**src/rtl/alu_pkg.sv**
```systemverilog
// Shared ALU types: operation codes and the adder-operand preprocessing decode.
// The decode works at a fixed maximum width; callers zero-pad inputs and keep the low bits.
package alu_pkg;

    typedef enum logic [2:0] {
        OP_PASS = 3'b000,
        OP_NEG  = 3'b001,
        OP_ADD  = 3'b010,
        OP_SUB  = 3'b011,
        OP_INC  = 3'b100,
        OP_DEC  = 3'b101,
        OP_CMP  = 3'b110,
        OP_ILL  = 3'b111
    } op_t;

    localparam int unsigned PP_MAX_W = 64;

    typedef struct packed {
        logic [PP_MAX_W-1:0] a_mod;
        logic [PP_MAX_W-1:0] b_mod;
        logic                cin;
        logic                cmp;
        logic                ill;
    } pp_t;

    // Inversions set the padded upper bits too; they are dropped by the caller's truncation.
    function automatic pp_t preproc_decode(input op_t op,
                                           input logic [PP_MAX_W-1:0] a,
                                           input logic [PP_MAX_W-1:0] b);
        pp_t r;
        r = '0;
        case (op)
            OP_PASS: begin
                r.a_mod = a;
            end
            OP_NEG: begin
                r.b_mod = ~a;
                r.cin   = 1'b1;
            end
            OP_ADD: begin
                r.a_mod = a;
                r.b_mod = b;
            end
            OP_SUB: begin
                r.a_mod = a;
                r.b_mod = ~b;
                r.cin   = 1'b1;
            end
            OP_INC: begin
                r.a_mod = a;
                r.cin   = 1'b1;
            end
            OP_DEC: begin
                r.a_mod = a;
                r.b_mod = {PP_MAX_W{1'b1}};
            end
            OP_CMP: begin
                r.a_mod = a;
                r.b_mod = ~b;
                r.cin   = 1'b1;
                r.cmp   = 1'b1;
            end
            default: begin
                r.a_mod = a;
                r.ill   = 1'b1;
            end
        endcase
        return r;
    endfunction

endpackage

```
**src/rtl/skid_buffer.sv**
```systemverilog
// Generic two-entry valid/ready buffer: an output register plus one skid register.
// Ready depends only on the skid register, so there is no combinational ready path.
module skid_buffer #(
    parameter int DW = 8
) (
    input  logic          clk,
    input  logic          rst_n,
    input  logic          in_valid_i,
    output logic          in_ready_o,
    input  logic [DW-1:0] in_data_i,
    output logic          out_valid_o,
    input  logic          out_ready_i,
    output logic [DW-1:0] out_data_o
);

    logic          r_out_valid;
    logic          r_skid_valid;
    logic [DW-1:0] r_out_data;
    logic [DW-1:0] r_skid_data;
    logic          w_out_valid_nx;
    logic          w_skid_valid_nx;
    logic [DW-1:0] w_out_data_nx;
    logic [DW-1:0] w_skid_data_nx;
    logic          w_in_fire;
    logic          w_out_fire;

    assign w_in_fire  = in_valid_i & ~r_skid_valid;
    assign w_out_fire = r_out_valid & out_ready_i;

    // Next-state: refill from skid first; new data only lands in skid when output is held.
    always_comb begin
        w_out_valid_nx  = r_out_valid;
        w_skid_valid_nx = r_skid_valid;
        w_out_data_nx   = r_out_data;
        w_skid_data_nx  = r_skid_data;
        if (w_out_fire) begin
            if (r_skid_valid) begin
                w_out_data_nx   = r_skid_data;
                w_skid_valid_nx = 1'b0;
            end else if (w_in_fire) begin
                w_out_data_nx   = in_data_i;
            end else begin
                w_out_valid_nx  = 1'b0;
            end
        end else if (w_in_fire) begin
            if (r_out_valid) begin
                w_skid_valid_nx = 1'b1;
                w_skid_data_nx  = in_data_i;
            end else begin
                w_out_valid_nx  = 1'b1;
                w_out_data_nx   = in_data_i;
            end
        end else begin
            w_out_valid_nx = r_out_valid;
        end
    end

    // Buffer state registers.
    always_ff @(posedge clk or negedge rst_n) begin
        if (!rst_n) begin
            r_out_valid  <= 1'b0;
            r_skid_valid <= 1'b0;
            r_out_data   <= '0;
            r_skid_data  <= '0;
        end else begin
            r_out_valid  <= w_out_valid_nx;
            r_skid_valid <= w_skid_valid_nx;
            r_out_data   <= w_out_data_nx;
            r_skid_data  <= w_skid_data_nx;
        end
    end

    assign in_ready_o  = ~r_skid_valid;
    assign out_valid_o = r_out_valid;
    assign out_data_o  = r_out_data;

endmodule

```
**src/rtl/alu_preproc_pipe.sv**
```systemverilog
// Pipelined adder-operand preprocessor: extend, decode, buffer, plus sticky
// illegal-op flag and completed-transfer counter. WIDTH must not exceed alu_pkg::PP_MAX_W.
module alu_preproc_pipe
    import alu_pkg::*;
#(
    parameter int WIDTH = 8,
    parameter int IN_W  = 8,
    parameter int CNT_W = 16
) (
    input  logic             clk,
    input  logic             rst_n,
    input  logic             in_valid_i,
    output logic             in_ready_o,
    input  logic [IN_W-1:0]  a_i,
    input  logic [IN_W-1:0]  b_i,
    input  logic [2:0]       op_i,
    input  logic             sext_i,
    output logic             out_valid_o,
    input  logic             out_ready_i,
    output logic [WIDTH-1:0] a_mod_o,
    output logic [WIDTH-1:0] b_mod_o,
    output logic             cin_o,
    output logic             cmp_o,
    output logic             err_o,
    input  logic             err_clr_i,
    output logic [CNT_W-1:0] op_cnt_o
);

    localparam int DW = 2 * WIDTH + 2;

    logic signed [WIDTH-1:0] w_a_sx;
    logic signed [WIDTH-1:0] w_b_sx;
    logic        [WIDTH-1:0] w_a_zx;
    logic        [WIDTH-1:0] w_b_zx;
    logic        [WIDTH-1:0] w_a_ext;
    logic        [WIDTH-1:0] w_b_ext;
    pp_t                     w_dec;
    logic                    w_unused_dec;
    logic        [DW-1:0]    w_in_data;
    logic        [DW-1:0]    w_out_data;
    logic                    w_in_ready;
    logic                    w_out_valid;
    logic                    w_in_fire;
    logic                    w_out_fire;
    logic                    w_err_nx;
    logic        [CNT_W-1:0] w_cnt_nx;
    logic                    r_err;
    logic        [CNT_W-1:0] r_op_cnt;

    assign w_a_sx  = WIDTH'($signed(a_i));
    assign w_b_sx  = WIDTH'($signed(b_i));
    assign w_a_zx  = WIDTH'(a_i);
    assign w_b_zx  = WIDTH'(b_i);
    assign w_a_ext = sext_i ? w_a_sx : w_a_zx;
    assign w_b_ext = sext_i ? w_b_sx : w_b_zx;

    assign w_dec = preproc_decode(op_t'(op_i), PP_MAX_W'(w_a_ext), PP_MAX_W'(w_b_ext));
    // Bits above WIDTH are padding and intentionally left unconsumed.
    assign w_unused_dec = ^w_dec;
    assign w_in_data = {w_dec.a_mod[WIDTH-1:0], w_dec.b_mod[WIDTH-1:0], w_dec.cin, w_dec.cmp};

    skid_buffer #(
        .DW (DW)
    ) u_skid (
        .clk         (clk),
        .rst_n       (rst_n),
        .in_valid_i  (in_valid_i),
        .in_ready_o  (w_in_ready),
        .in_data_i   (w_in_data),
        .out_valid_o (w_out_valid),
        .out_ready_i (out_ready_i),
        .out_data_o  (w_out_data)
    );

    assign w_in_fire  = in_valid_i & w_in_ready;
    assign w_out_fire = w_out_valid & out_ready_i;

    // Error flag (set beats clear) and wrapping transfer counter.
    always_comb begin
        w_err_nx = r_err;
        w_cnt_nx = r_op_cnt;
        if (w_in_fire && w_dec.ill) begin
            w_err_nx = 1'b1;
        end else if (err_clr_i) begin
            w_err_nx = 1'b0;
        end else begin
            w_err_nx = r_err;
        end
        if (w_out_fire) begin
            w_cnt_nx = r_op_cnt + CNT_W'(1);
        end else begin
            w_cnt_nx = r_op_cnt;
        end
    end

    // Status registers.
    always_ff @(posedge clk or negedge rst_n) begin
        if (!rst_n) begin
            r_err    <= 1'b0;
            r_op_cnt <= '0;
        end else begin
            r_err    <= w_err_nx;
            r_op_cnt <= w_cnt_nx;
        end
    end

    assign in_ready_o  = w_in_ready;
    assign out_valid_o = w_out_valid;
    assign a_mod_o     = w_out_data[DW-1 -: WIDTH];
    assign b_mod_o     = w_out_data[WIDTH+1 -: WIDTH];
    assign cin_o       = w_out_data[1];
    assign cmp_o       = w_out_data[0];
    assign err_o       = r_err;
    assign op_cnt_o    = r_op_cnt;

endmodule
```
**config.mk**
```make
export PLATFORM = sky130hd
export DESIGN_NAME = alu_preproc_pipe
export DESIGN_NICKNAME = d
export VERILOG_FILES = /design/src/rtl/alu_pkg.sv /design/src/rtl/skid_buffer.sv /design/src/rtl/alu_preproc_pipe.sv
export SDC_FILE = /design/constraint.sdc
export NUM_CORES = 1
export LEC_CHECK = 0
export ABC_CLOCK_PERIOD_IN_PS = 5000
export BUFFER_PORTS_ARGS = -buffer_cell sky130_fd_sc_hd__buf_4
export CORE_UTILIZATION = 51
export DETAILED_ROUTE_END_ITERATION = 6
export GPL_TIMING_DRIVEN = 1
export PLACE_DENSITY = 0.75
export SLEW_MARGIN = 20
export SYNTH_ARGS = -nofsm -noshare
export SYNTH_HDL_FRONTEND = slang
export SYNTH_HIERARCHICAL = 1
export SYNTH_SLANG_ARGS = --single-unit
```
**constraint.sdc**
```tcl
create_clock -name clk -period 5 [get_ports clk]
set_clock_uncertainty 0.2 [all_clocks]
set_input_delay 1 -clock clk [delete_from_list [all_inputs] [get_ports clk]]
set_output_delay 1 -clock clk [all_outputs]
set_load 0.01 [all_outputs]
```
=== Word-level counts from Yosys, hierarchy flattened ===
Index checks and enable logic that the tools add are counted.

* Shift operators: 0
* Multiply operators: 0
* Eq/ne operators: 9
* Div/mod/pow operators: 0
* Reduce and logical (&&, ||, !) cells: 13
* $add $sub $neg: 1
* Muxes and demuxes: 19
* Bitwise gates (word level): 6
* $lt $le $gt $ge: 0

{| class="wikitable"
|+ Operator list
! operator !! number
|-
| 18-bit 2-to-1 mux || 5
|-
| 8-bit case mux with 4 select lines || 1
|-
| 16-bit by 1-bit adder with 16-bit output, second input constant || 1
|-
| 8-bit inverter || 2
|-
| 1-bit 2-to-1 mux || 12
|-
| 3-bit == test, second input constant || 3
|-
| 3-bit AND reduction || 3
|-
| 8-bit 2-to-1 mux || 1
|-
| 2-bit nonzero test || 4
|-
| 7-bit OR reduction || 1
|-
| 3-bit by 2-bit == test with 1-bit output, second input constant || 2
|-
| 2-bit inequality test, second input constant || 3
|-
| 4-bit OR reduction || 1
|-
| 3-bit by 1-bit == test with 1-bit output, second input constant || 1
|-
| 3-bit logical NOT || 1
|-
| 1-bit bitwise AND || 2
|-
| 1-bit inverter || 2
|-
| 2-bit AND reduction || 1
|-
| 2-bit OR reduction || 1
|-
| 1-bit logical AND || 1
|}

* RAM bits: 0
* Memory bits (read-only): 0
* Memories: 0
* Register bits: 55
* Latch bits: 0

=== Depth between registers and ports, before layout ===
Gate-level depths: netlist of the first run.

* Depth after elaboration: 6
* Depth in mapped cells: 7
* Gate-level depth less buffers: 5

=== Hierarchy ===
Netlist of the first run, hierarchy kept.

{| class="wikitable"
|+ By module, submodules not included
! module !! area an instance (µm²) !! times used !! cells each
|-
| skid_buffer || 1891.8 || 1 || 172
|-
| alu_preproc_pipe || 1136.1 || 1 || 124
|}

=== Worst setup path after synthesis of the first run ===
Ideal clock, no wire load.

* Path type: input -> register
* Start point: input op_i[2]
* End point: register u_skid.r_skid_data[8]
* Slack: 2.648 ns
* Stages: 6
* Path buffers: 2
* Arrival: 2.027 ns
* Required time: 4.675 ns
* Cells stage by stage: buf_2 buf_4 xor2_1 o211ai_1 o21ai_0 mux2_4

{| class="wikitable"
|+ RTL lines
! element !! line !! source
|-
| start: declaration || alu_preproc_pipe.sv:16 || <nowiki>input logic [2:0] op_i,</nowiki>
|-
| end signal: assignment || skid_buffer.sv:69 || <nowiki>r_skid_data <= w_skid_data_nx;</nowiki>
|-
| end: declaration || skid_buffer.sv:19 || <nowiki>logic [DW-1:0] r_skid_data;</nowiki>
|}

=== Worst setup path in the final report of the first run ===
* Start point: register u_skid.r_out_valid, in the netlist u_skid/out_valid_o
* End point: register u_skid.r_skid_data[0]

* Word-level cells in the longest chain between the ends: 3

{| class="wikitable"
|+ RTL lines
! element !! line !! source
|-
| start: declaration || skid_buffer.sv:16 || <nowiki>logic r_out_valid;</nowiki>
|-
| start signal: assignment || skid_buffer.sv:66 || <nowiki>r_out_valid <= w_out_valid_nx;</nowiki>
|-
| 1-bit bitwise AND || skid_buffer.sv:28 || <nowiki>assign w_out_fire = r_out_valid & out_ready_i;</nowiki>
|-
| 1-bit inverter (no source line) || n/a ||
|-
| 3-bit AND reduction (no source line) * || n/a ||
|}

Mark *: on every way between the ends. The rest lies on a longest branch, timed or not.
A chain may end at the register's enable or synchronous reset.

==> results, run 1 <==
- The run finished with clean final reports.
- The first global-routing pass estimated 11700 um of wire.
- By area the synthesized netlist is led by dfrtp_1, o21ai_0, mux2_4, xor2_1, a211oi_1.
- The clock passes through at most 2 buffers.
- In the finished design, the share of the clock period the worst path needs comes to 60.2%.
- The synthesis-to-layout area growth is 17.8%.
- For the final routed database, the setup TNS stands at 0 ns.
- The clock tree from TritonCTS is built.
- Counting tap cells, the placed design contains a total of 408 instances.
- On the final layout, the worst hold slack is 0.282 ns.
- The final critical path time including I/O delays and setup is 3.01 ns.
- The cell sitting at the root of the clock tree is a clkbuf_8.
- The number of inserted diodes is 0.
- The number of instances on the worst hold path is 1.
- The post-route antenna net violation count is 0.
- The arrival time of data at the critical path endpoint is 3.01 ns.
- The critical path startpoint category is a register.
- In this run the vertical extent of the chip is 79.1 um.
- The internal power of the cells totals 1.18 mW.
- The number of buffers added by the clock tree synthesis step is 5.
- Across all layers, the routed design uses 2473 vias.
- The site row count is 27.
- The arithmetic-cell share of the synthesized area counting full adders, half adders and majority gates is 0.413%.
- Setup repair after global routing left no endpoint under its margin.
- IR analysis of the VDD net gives a maximum drop of 271 uV.
- The insertion delay to the later sink of the worst-skew pair is 0.31 ns.
- In this run the power density over the cells is 534 nW/um2.
- In the synthesized netlist, the cells that appear most often are dfrtp_1, o21ai_0, a21oi_1.
- dfrtp_1 takes more of the synthesized area than any other cell.
- Summing the areas of all and, or, nand and nor instances in the mapped netlist gives 14.8% of the synthesized area.
- The register clock-pin slew on the reported worst setup and hold paths is 0.10 ns.
- After Yosys synthesis, XOR and XNOR cells account for 6.94% of the synthesized area.
- The dominant cell by count in the synthesized netlist is dfrtp_1.
- The number of cells on the worst reg-to-reg path is 3.
- After technology mapping, the gate count stands at 296.
- The initial antenna violation count is 0.
- The via count of the first global-routing pass is 2476.
- The TritonCTS sink count is 55.
- The hold violation total from the final report is 0.
- Entering global routing, the biggest net connects 56 pins.
- The slew at the pin closest to its max-slew limit is 1.02 ns.
- The finished layout cell area is 3570 um2.
- The maximum fanout count along the critical path is 27.
- The synthesized netlist occupies a cell area of 3030 um2.
- The final instance count without filler cells is 416.
- The number of storage elements in the synthesis netlist is 55.
- Summed over all nets, the half-perimeter wirelength after detailed placement is 4620 um.
- The maximum clock frequency is 0.332 GHz.
- The floorplan step defined a die boundary enclosing 6250 um2.
- Summing the areas of all compound-gate instances in the mapped netlist gives 19.5% of the synthesized area.
- The worst-case headroom to the max-slew limit is 32.3%.
- Pin placement for this block handled 62 I/O pins.
- The congestion estimate from routability-driven global placement came to 0.840.
- By area, the combinational part of the netlist is dominated by compound AO/OA/AOI/OAI gates.
- STA classifies the critical path endpoint as a register.
- The data required time at the worst endpoint is 5.00 ns.
- The primary flip-flop cell chosen by synthesis mapping is dfrtp_1.
- The utilization of the core after routing is 63.6%.
- The synthesized design contains 0 enable-type register cells.
- The net count of the finished layout is 369.
- The average instance in the mapped netlist occupies 10.2 um2.
- The unique cell type count in the Yosys netlist is 39.
- The setup violation total in the final timing report is 0.
- The sequential power share is 42.0%.
- The effective utilization at floorplan is 54.0%.
- The total setup buffers inserted after CTS is 0.
- The area share of the largest cell type after synthesis is 45.5%.
- The final routed DRC violation total is 0.
- After detailed placement, the total cell area comes to 3450 um2.
- The part of the total power dissipated in the clock network is 16.6%.
- The min-delay analysis places its worst path in the category reg -> reg.
- The number of fill cells in the layout is 484.
- The mux cell area share after synthesis is 8.31%.
- The fraction of the yosys area taken by sequential cells is 45.5%.
- The leftover overflow at the end of global routing is 0.
- The global-route usage over all layers is 24.0%.
- In this run, the number of DRC markers left after iteration 0 of detailed routing was 246.
- The count of synthesis-stage warnings from yosys is 6.
- In this run the static leakage power is 1.57 nW.
- The via density per instance is 5.94.
- Combinational cells account for 41.4% of the total power.
- The H-tree was split into 2 levels.
- Across the run, the number of max-cap violations was 0.
- The routed wire length is 7000 um.
- The standard cell core area is 5610 um2.
- The fraction of final layout cells sized beyond drive strength 1 is 28.5%.
- From left edge to right edge, the die measures 79.1 um.
- Hold repair after CTS inserted 0 buffers.
- After synthesis, the share of flip-flops with an asynchronous set or reset is 100%.
- Dividing the detail-routed wire length by the instance count gives 16.8 um.
- The type of the worst setup path is reg -> reg.
- The proportion of total power due to net switching is 38.0%.
- The total of cells resized after clock tree synthesis is 0.
- The count of pins over their slew limit is 0.
- The net count after synthesis is 322.
- The detailed-router iteration count before antenna repair is 4.
- The number of buffers inserted by port buffering is 60.
- Summed over all nets, the switching power comes to 0.724 mW.
[cells in the final DEF, fill, tap and decap left out, drive strengths merged, types with 16 or more instances in the layout]
master and count:
o22ai 19, mux2 19, a21oi 20, o21ai 35, nor2b 16, buf 60
dfrtp 55, xor2 16, a211oi 18, nor3 18
[sequential cells by signal (all words and copies together), names as in the netlist]
register and cells:
u_skid/out_data_o 18, u_skid/r_skid_data 18, op_cnt_o 16, err_o 1, u_skid/out_valid_o 1, u_skid/r_skid_valid 1
[path summary, 6_finish.rpt]
| check | startpoint | end | slack, ns |
|---|---|---|---|
| min in group asynchronous | rst_n | u_skid/out_data_o[12]$_DFFE_PN0P_ | 0.52 |
| worst max register to register | u_skid/out_valid_o$_DFFE_PN0P_ | u_skid/r_skid_data[0]$_DFFE_PN0P_ | 1.99 |
| worst max-delay path | u_skid/out_valid_o$_DFFE_PN0P_ | u_skid/r_skid_data[0]$_DFFE_PN0P_ | 1.99 |
| max in group asynchronous | rst_n | u_skid/r_skid_data[1]$_DFFE_PN0P_ | 3.62 |
| worst min-delay path | op_cnt_o[15]$_DFFE_PN0P_ | op_cnt_o[15]$_DFFE_PN0P_ | 0.28 |
| worst min register to register | op_cnt_o[15]$_DFFE_PN0P_ | op_cnt_o[15]$_DFFE_PN0P_ | 0.28 |
[stage by stage]
stage / power (mW) / worst slack (ns)
2_1_floorplan: 1.30 / 2.65
3_3_place_gp: 1.56 / 1.94
3_5_place_dp: 1.59 / 1.93
4_1_cts: 1.91 / 2.05
5_1_grt: 2.04 / 1.84
6_report: 1.90 / 1.99
[power by group through the flow]
stage / combinational (mW) / clock (mW) / sequential (mW)
CTS: 0.790 / 0.323 / 0.797
global placement: 0.763 / 0 / 0.798
floorplan: 0.505 / 0 / 0.796
detailed placement: 0.789 / 0 / 0.802
finish: 0.788 / 0.316 / 0.800
global route: 0.870 / 0.341 / 0.826
[layout make-up]
| class | instances | area (um2) | area share (%) |
|---|---|---|---|
| clock buffer | 6 | 82.6 | 2.31 |
| clock inverter | 2 | 38.8 | 1.09 |
| inverter | 5 | 18.8 | 0.526 |
| multi-input combinational | 216 | 1510 | 42.3 |
| sequential | 55 | 1380 | 38.6 |
| tap | 72 | 90.1 | 2.53 |
| timing repair buffer | 60 | 450 | 12.6 |
[metal layers]
| layer | part of all wire (%) | up-vias | GRT usage, % | routed length (um) |
|---|---|---|---|---|
| met2 | 50 | 74 | 40.2 | 3530 |
| met1 | 43 | 1214 | 31.6 | 3030 |
| met3 | 5.7 | 4 | 4.48 | 399 |
| met5 | 0 | - | 0 | 0 |
| met4 | 0.53 | 0 | 7.09 | 37 |
| li1 | - | 1181 | - | - |
[cells by family (layout without fill, tap and decap cells)]
kind of cell / Yosys count / count (layout)
buffers and inverters: 25 / 73
multiplexers: 19 / 19
AO/OA/AOI/OAI: 100 / 100
adder cells (fa/ha/maj): 1 / 1
flip-flops: 55 / 55
XOR/XNOR: 24 / 24
AND/OR/NAND/NOR: 72 / 72
[worst max-delay path, stage by stage, from the launching register on]
cell	delay (ns)
dfrtp_1	0.92
nand2b_1	0.77
nor2_8	0.61
mux2_2	0.39
(Power assumes the default switching activity.)
==> inputs of run 2 (changes only) <==
--- a/config.mk
+++ b/config.mk
@@ -5,7 +5,7 @@
 export SDC_FILE = /design/constraint.sdc
 export NUM_CORES = 1
 export LEC_CHECK = 0
-export ABC_CLOCK_PERIOD_IN_PS = 5000
+export ABC_CLOCK_PERIOD_IN_PS = 2850
 export BUFFER_PORTS_ARGS = -buffer_cell sky130_fd_sc_hd__buf_4
 export CORE_UTILIZATION = 51
 export DETAILED_ROUTE_END_ITERATION = 6
==> constraint.sdc (replaced) <==
create_clock -name clk -period 2.85 [get_ports clk]
set_clock_uncertainty 0.2 [all_clocks]
set_input_delay 0.57 -clock clk [delete_from_list [all_inputs] [get_ports clk]]
set_output_delay 0.57 -clock clk [all_outputs]
set_load 0.01 [all_outputs]
==> results, run 2 (synthesized netlist as in run 1, its figures left out) <==
- Leaving out fill and tap cells, the most frequent cell in the layout is buf_4.
- The insertion delay to the later sink of the worst-skew pair came to 0.31 ns (about the same).
- STA classifies the critical path endpoint as a primary output.
- The final routed DRC violation total came to 0 (unchanged).
- The via density per instance is 6.00 (+0.97%).
- The type of the most critical hold path is in -> async.
- The die area came to 6250 um2 (unchanged).
- The height of the chip is 79.1 um (unchanged).
- The logic gate share of total power is 43.7% (+2.3 points).
- The library cells used most frequently in the layout, excluding fill and tap cells, are buf_4, dfrtp_1, o21ai_0, a21oi_1, o22ai_1.
- The part of the total power dissipated in the clock network was 15.7% (-0.9 points).
- The count of pins over their slew limit is 0 (unchanged).
- The number of fill cells in the layout is 491 (+1.4%).
- The register clock-pin slew on the reported worst setup and hold paths is 0.10 ns (about the same).
- The cell total after placement was 412 (+0.98%).
- The critical path startpoint category is a register.
- The detailed-router iteration count before antenna repair is 5 (+1).
- The total of cells resized after clock tree synthesis came to 0 (unchanged).
- The sequential power share came to 40.6% (-1.4 points).
- The type of the worst setup path is reg -> out.
- The initial antenna violation count is 0 (unchanged).
- The net count of the finished layout is 373 (+1.1%).
- The flow ran to the end, and the final reports show no timing, DRC or antenna violations.
- The I/O pin count was 62 (unchanged).
- The post-route setup TNS is 0 ns (unchanged).
- The via count of the routed design came to 2521 (+1.9%).
- The effective utilization at floorplan is 54.0% (unchanged).
- The leftover overflow at the end of global routing was 0 (unchanged).
- The number of violations of the max-capacitance limit came to 0 (unchanged).
- The maximum clock frequency is 0.510 GHz.
- The final RePlAce weighted congestion is 0.771 (-8.3%).
- The reg-to-reg critical path endpoint is u_skid/r_skid_data[1]$_DFFE_PN0P_.
- The detailed placer's ending HPWL is 4700 um (+1.8%).
- The horizontal extent of the die is 79.1 um (unchanged).
- The global-route usage over all layers is 24.7% (+0.68 points).
- The maximum number of buffers from clock root to sink came to 2 (unchanged).
- The setup violation total in the final timing report is 0 (unchanged).
- The slew at the pin closest to its max-slew limit came to 0.730 ns (-0.286 ns).
- The average wire per cell in the routed design is 17.3 um (+2.8%).
- The largest stage delay on the critical path is 0.44 ns (-0.48 ns).
- The data required time at the worst endpoint is 2.08 ns (-2.92 ns).
- The hold violation total from the final report is 0 (unchanged).
- The arrival time of data at the critical path endpoint is 1.19 ns (-1.82 ns).
- The static leakage is 1.58 nW (+0.79%).
- The share of the clock period used by the worst path after layout is 68.8%.
- The power density over the cells is 937 nW/um2 (+76%).
- The routed wire length was 7270 um (+3.8%).
- The total setup buffers inserted after CTS is 0 (unchanged).
- The post-route antenna net violation count was 0 (unchanged).
- Setup repair after global routing left no endpoint under its margin.
- The site row count was 27 (unchanged).
- The cell family contributing the most delay on the critical path is flip-flops.
- TritonCTS built the clock tree.
- Traced cell by cell, the critical path runs through inv_2 > buf_4.
- The startpoint of the worst-slack reg-to-reg timing path is u_skid/r_skid_valid$_DFFE_PN0P_.
- The count of buffer and inverter cells on the critical path is 2 (+2).
- The TritonCTS sink count came to 55 (unchanged).
- The net switching power figure is 1.29 mW (+78%).
- The slack of the worst reg-to-reg path is 1.08 ns (-0.91 ns).
- The root cell of the clock tree is clkbuf_8.
- The final instance count without filler cells is 420 (+0.96%).
- The number of violations reported at the end of detailed-routing iteration 0 is 239 (-2.8%).
- The number of buffers added by the clock tree synthesis step is 5 (unchanged).
- The worst-case headroom to the max-slew limit came to 51.2% (+19 points).
- The worst IR drop on VDD was 523 uV (+93%).
- The via count of the first global-routing pass came to 2481 (+0.20%).
- The area growth from synthesis to layout is 18.5%.
- The maximum number of pins on one net before global-route repair is 56 (unchanged).
- The number of inserted diodes is 0 (unchanged).
- The number of buffers inserted by port buffering was 60 (unchanged).
- The number of levels the H-tree was split into is 2 (unchanged).
- The global-route wire length before repair is 11900 um (+1.4%).
- The maximum fanout count along the critical path is 17 (-37%).
- The proportion of total power due to net switching is 38.3% (+0.30 points).
- The fraction of final layout cells sized beyond drive strength 1 is 29.0% (+0.53 points).
- The internal power summed over all cells is 2.07 mW (+76%).
- For this design, the slowest cell found on the critical path is dfrtp_1.
- The worst path in the final design needs a cycle of 1.96 ns, including I/O delays and setup.
- The standard cell core area was 5610 um2 (unchanged).
- The number of buffers inserted for hold repair after clock tree synthesis is 0 (unchanged).
- The number of cells on the worst reg-to-reg path is 3 (unchanged).
-- run 2: cell types whose count changed in the layout (fill, tap and decap cells not counted) --
cell / delta
buf_4: +4
clkbuf_8: -1
clkbuf_1: +1
-- run 2: worst max path at each step --
stage	from	endpoint	cells after the start
3_5_place_dp	op_i[1]	u_skid/out_data_o[17]$_DFFE_PN0P_	6
6_report	u_skid/r_skid_valid$_DFFE_PN0P_	in_ready_o	2
3_3_place_gp	op_i[1]	u_skid/out_data_o[8]$_DFFE_PN0P_	5
2_1_floorplan	op_i[2]	u_skid/r_skid_data[8]$_DFFE_PN0P_	6
4_1_cts	u_skid/r_skid_valid$_DFFE_PN0P_	in_ready_o	2
5_1_grt	u_skid/r_skid_valid$_DFFE_PN0P_	in_ready_o	2
-- run 2: power by group through the flow --
| stage | registers, mW | logic (mW) | clock network, mW |
|---|---|---|---|
| floorplan | 1.40 | 0.887 | 0 |
| global placement | 1.36 | 1.41 | 0 |
| detailed placement | 1.37 | 1.46 | 0 |
| CTS | 1.36 | 1.46 | 0.539 |
| global route | 1.40 | 1.61 | 0.564 |
| finish | 1.36 | 1.47 | 0.528 |
-- run 2: final cells by class --
type	instances	area [um2]	area share (%)
clock buffers	6	72.6	2.02
clock inverters	2	38.8	1.08
inverters	5	18.8	0.523
multi-input cells	216	1510	42.1
flip-flops and latches	55	1380	38.4
well taps	72	90.1	2.51
repair buffers	64	480	13.4
-- run 2: stage by stage --
step / area, um2 / hold WS, ns / setup WS (ns) / util [%] / power [mW]
finish: 3590 / 0.0952 / 0.890 / 64.0 / 3.36
floorplan: 3030 / 0.0744 / 0.928 / - / 2.28
global route: 3590 / 0.155 / 0.820 / 64.0 / 3.57
CTS: 3590 / 0.127 / 0.882 / 64.0 / 3.36
detailed placement: 3480 / 0.270 / 0.718 / 62.0 / 2.83
global placement: 3480 / 0.262 / 0.750 / 62.0 / 2.77
-- run 2: metal layers --
| layer | global-route usage [%] | share of wire, % | vias up | wire [um] |
|---|---|---|---|---|
| met1 | 31.6 | 44 | 1236 | 3200 |
| met4 | 8.55 | 1.0 | 0 | 74 |
| met2 | 42.2 | 50 | 93 | 3620 |
| met3 | 4.14 | 5.1 | 8 | 369 |
| li1 | - | - | 1184 | - |
| met5 | 0 | 0 | - | 0 |
==> inputs of run 3 (changes only) <==
--- a/config.mk
+++ b/config.mk
@@ -5,7 +5,8 @@
 export SDC_FILE = /design/constraint.sdc
 export NUM_CORES = 1
 export LEC_CHECK = 0
-export ABC_CLOCK_PERIOD_IN_PS = 2850
+export ABC_AREA = 1
+export ABC_CLOCK_PERIOD_IN_PS = 1900
 export BUFFER_PORTS_ARGS = -buffer_cell sky130_fd_sc_hd__buf_4
 export CORE_UTILIZATION = 51
 export DETAILED_ROUTE_END_ITERATION = 6
==> constraint.sdc (replaced) <==
create_clock -name clk -period 1.9 [get_ports clk]
set_clock_uncertainty 0.2 [all_clocks]
set_input_delay 0.38 -clock clk [delete_from_list [all_inputs] [get_ports clk]]
set_output_delay 0.38 -clock clk [all_outputs]
set_load 0.01 [all_outputs]
==> results, run 3 <==
- The most common library cell in the layout ignoring fill and taps is nand2_1.
- The flow ran to the end, and the final reports show no timing, DRC or antenna violations.
- The number of fill cells in the layout came to 515 (+4.9%).
- The data required time at the worst endpoint is 1.32 ns (-0.76 ns).
- The sum of internal, switching and leakage power is 4.34 mW (+29%).
- The post-route setup TNS came to 0 ns (unchanged).
- The number of storage elements in the synthesis netlist is 55 (unchanged).
- The sequential power share was 43.7% (+3.1 points).
- Clock tree synthesis selected as its root buffer the cell clkbuf_8.
- The cell total after placement was 521 (+26%).
- The fraction of registers with async set or reset after synthesis is 100% (unchanged).
- The net count of the finished layout is 483 (+29%).
- The share of the clock period used by the worst path after layout is 89.6%.
- The number of buffers inserted for hold repair after clock tree synthesis was 1 (+1).
- The area share of the largest cell type after synthesis was 45.7% (+0.23 points).
- The TritonCTS sink count was 55 (unchanged).
- The global-route usage over all layers is 23.7% (-1.0 points).
- The fraction of final layout cells sized beyond drive strength 1 is 22.5% (-6.5 points).
- The via count of the first global-routing pass is 2560 (+3.2%).
- The total setup buffers inserted after CTS is 0 (unchanged).
- The slew at the pin closest to its max-slew limit is 0.388 ns (-0.342 ns).
- The insertion delay to the later sink of the worst-skew pair is 0.30 ns (about the same).
- The clock tree from TritonCTS is built.
- The total of cells resized after clock tree synthesis is 0 (unchanged).
- The fraction of the yosys area taken by sequential cells is 45.7% (+0.23 points).
- The simple-gate area share of the yosys netlist is 38.8% (+24 points).
- The arithmetic-cell share of the synthesized area counting full adders, half adders and majority gates is 0.415% (+0.0021 points).
- The horizontal extent of the die is 78.9 um (-0.24%).
- The number of inserted diodes came to 0 (unchanged).
- The final RePlAce weighted congestion is 0.862 (+12%).
- The number of flops mapped to enable cells by yosys is 0 (unchanged).
- The global-route wire length before repair came to 11700 um (-1.5%).
- The count of pins over their slew limit is 0 (unchanged).
- The maximum clock frequency is 0.587 GHz.
- The xor-xnor portion of the synthesized cell area is 2.62% (-4.3 points).
- The total standard cell area after synthesis came to 3010 um2 (-0.50%).
- The net count after synthesis is 421 (+31%).
- The proportion of total power due to net switching is 39.0% (+0.72 points).
- STA classifies the critical path startpoint as a register.
- The cell accounting for the most synthesized area is dfrtp_1.
- The I/O pin count is 62 (unchanged).
- The leftover overflow at the end of global routing was 0 (unchanged).
- By instance count, the leading cell after synthesis is nand2_1.
- The site row count is 27 (unchanged).
- The number of buffers inserted by port buffering is 60 (unchanged).
- The effective utilization at floorplan came to 53.7% (-0.27 points).
- Sorting the synthesized cells by area gives the leading types as dfrtp_1, nand2_1, nand4_1, nand3_1, inv_1.
- Setup repair after global routing left no endpoint under its margin.
- The clock period could shrink to 1.70 ns.
- The finished layout cell area is 3640 um2 (+1.4%).
- The nature of the critical path endpoint is a primary output.
- The tightest min-delay check is of the in -> reg type.
- The die area is 6220 um2 (-0.48%).
- The dominant combinational cell family by area after synthesis is simple AND/OR/NAND/NOR gates.
- The maximum number of buffers from clock root to sink is 2 (unchanged).
- The part of the total power dissipated in the clock network is 14.9% (-0.8 points).
- The routed wire length came to 6670 um (-8.2%).
- The type of the worst setup path is reg -> out.
- The internal power summed over all cells is 2.64 mW (+28%).
- The mux cell area share after synthesis was 0.374% (-7.9 points).
- The initial antenna violation count was 0 (unchanged).
- The area after detailed placement was 3540 um2 (+1.8%).
- The final hold slack is 0.0617 ns (-0.0335 ns).
- The unique cell type count in the Yosys netlist came to 26 (-33%).
- The logic gate share of total power is 41.5% (-2.2 points).
- The net switching power figure was 1.69 mW (+32%).
- The via count of the routed design is 2731 (+8.3%).
- The maximum number of pins on one net before global-route repair is 32 (-43%).
- The number of levels the H-tree was split into was 2 (unchanged).
- The synthesis-to-layout area growth is 20.7%.
- The arrival time of data at the critical path endpoint is 1.12 ns (-0.07 ns).
- The register clock-pin slew on the reported worst setup and hold paths is 0.09 ns (about the same).
- In the synthesized netlist the dominant register cell turns out to be dfrtp_1.
- The number of buffers added by the clock tree synthesis step is 5 (unchanged).
- The detailed placer's ending HPWL was 5010 um (+6.5%).
- The worst-case headroom to the max-slew limit is 74.1% (+23 points).
- The maximum fanout count along the critical path was 8 (-9).
- The number of violations reported at the end of detailed-routing iteration 0 is 142 (-41%).
- The height of the chip came to 78.9 um (-0.24%).
- After synthesis, the most frequently instantiated cells are nand2_1, dfrtp_1, inv_1.
- The number of violations of the max-capacitance limit came to 0 (unchanged).
- The standard cell core area is 5610 um2 (unchanged).
- The average wire per cell in the routed design is 12.6 um (-27%).
- The hold violation total from the final report is 0 (unchanged).
- The final instance count without filler cells was 529 (+26%).
- The final routed DRC violation total is 0 (unchanged).
- The count of synthesis-stage warnings from yosys is 6 (unchanged).
- The power density over the cells is 1190 nW/um2 (+27%).
- In the layout the commonest cells are nand2_1, buf_4, dfrtp_1, inv_1, nand3_1.
- The worst IR drop on VDD is 667 uV (+28%).
- The synthesized instance count is 395 (+33%).
- The area fraction in compound gates after synthesis is 4.32% (-15 points).
- The detailed-router iteration count before antenna repair is 6 (+1).
- The average footprint of a synthesized cell was 7.63 um2 (-25%).
- The post-route antenna net violation count is 0 (unchanged).
- The via density per instance is 5.16 (-14%).
- The slack of the worst reg-to-reg path is 0.26 ns (-0.82 ns).
- The static leakage is 1.98 nW (+25%).
- The setup violation total in the final timing report is 0 (unchanged).
==> run 3: area by class of cell <==
type                       count  area, um2  area share [%]
clock buffer                   6       82.6            2.27
clock inverter                 1       5.00           0.138
inverter                      36        135            3.72
multi-input combinational    290       1400            38.6
sequential                    55       1380            37.8
tap                           72       90.1            2.48
timing repair buffer          69        546            15.0
==> run 3: metrics by stage <==
step	util [%]	worst slack (ns)
floorplan	-	0.416
global placement	63.1	0.178
detailed placement	63.1	0.129
CTS	64.9	0.202
global route	64.9	0.0899
finish	64.9	0.197
==> run 3: power by group through the flow <==
| stage | clock [mW] | sequential (mW) | combinational (mW) |
|---|---|---|---|
| final | 0.646 | 1.89 | 1.80 |
| after global routing | 0.709 | 1.95 | 2.03 |
| after CTS | 0.667 | 1.89 | 1.81 |
| after detailed placement | 0 | 1.92 | 1.81 |
| after global placement | 0 | 1.91 | 1.78 |
| after floorplan | 0 | 1.97 | 1.03 |
==> run 3: cell families after synthesis <==
logic type / Yosys count
XOR/XNOR: 9
multiplexers: 1
AND/OR/NAND/NOR: 260
flip-flops: 55
AO/OA/AOI/OAI: 19
adder cells (fa/ha/maj): 1
buffers and inverters: 50
==> run 3: path summary, 6_finish.rpt <==
check / startpoint / endpoint / cells after the start
hold / removal: err_clr_i / err_o$_DFFE_PN0P_ / 2
max in group asynchronous: rst_n / u_skid/out_data_o[16]$_DFFE_PN0P_ / 3
setup / recovery: u_skid/r_skid_valid$_DFFE_PN0P_ / in_ready_o / 2
hold reg to reg: u_skid/r_skid_data[4]$_DFFE_PN0P_ / u_skid/r_skid_data[4]$_DFFE_PN0P_ / 2
min in group asynchronous: rst_n / op_cnt_o[0]$_DFFE_PN0P_ / 2
setup reg to reg: u_skid/out_valid_o$_DFFE_PN0P_ / u_skid/out_data_o[3]$_DFFE_PN0P_ / 6
==> run 3: critical path, stage by stage (launching register included) <==
cell     delay (ns)
dfrtp_1        0.57
inv_2          0.09
buf_4          0.16
==> run 3: per-layer routing <==
| metal | track usage (%) | vias to the layer above | share of wire (%) |
|---|---|---|---|
| li1 | - | 1390 | - |
| met1 | 32.3 | 1228 | 46 |
| met2 | 38.3 | 99 | 46 |
| met3 | 3.22 | 14 | 6.0 |
| met4 | 9.27 | 0 | 2.1 |
| met5 | 0 | - | 0 |
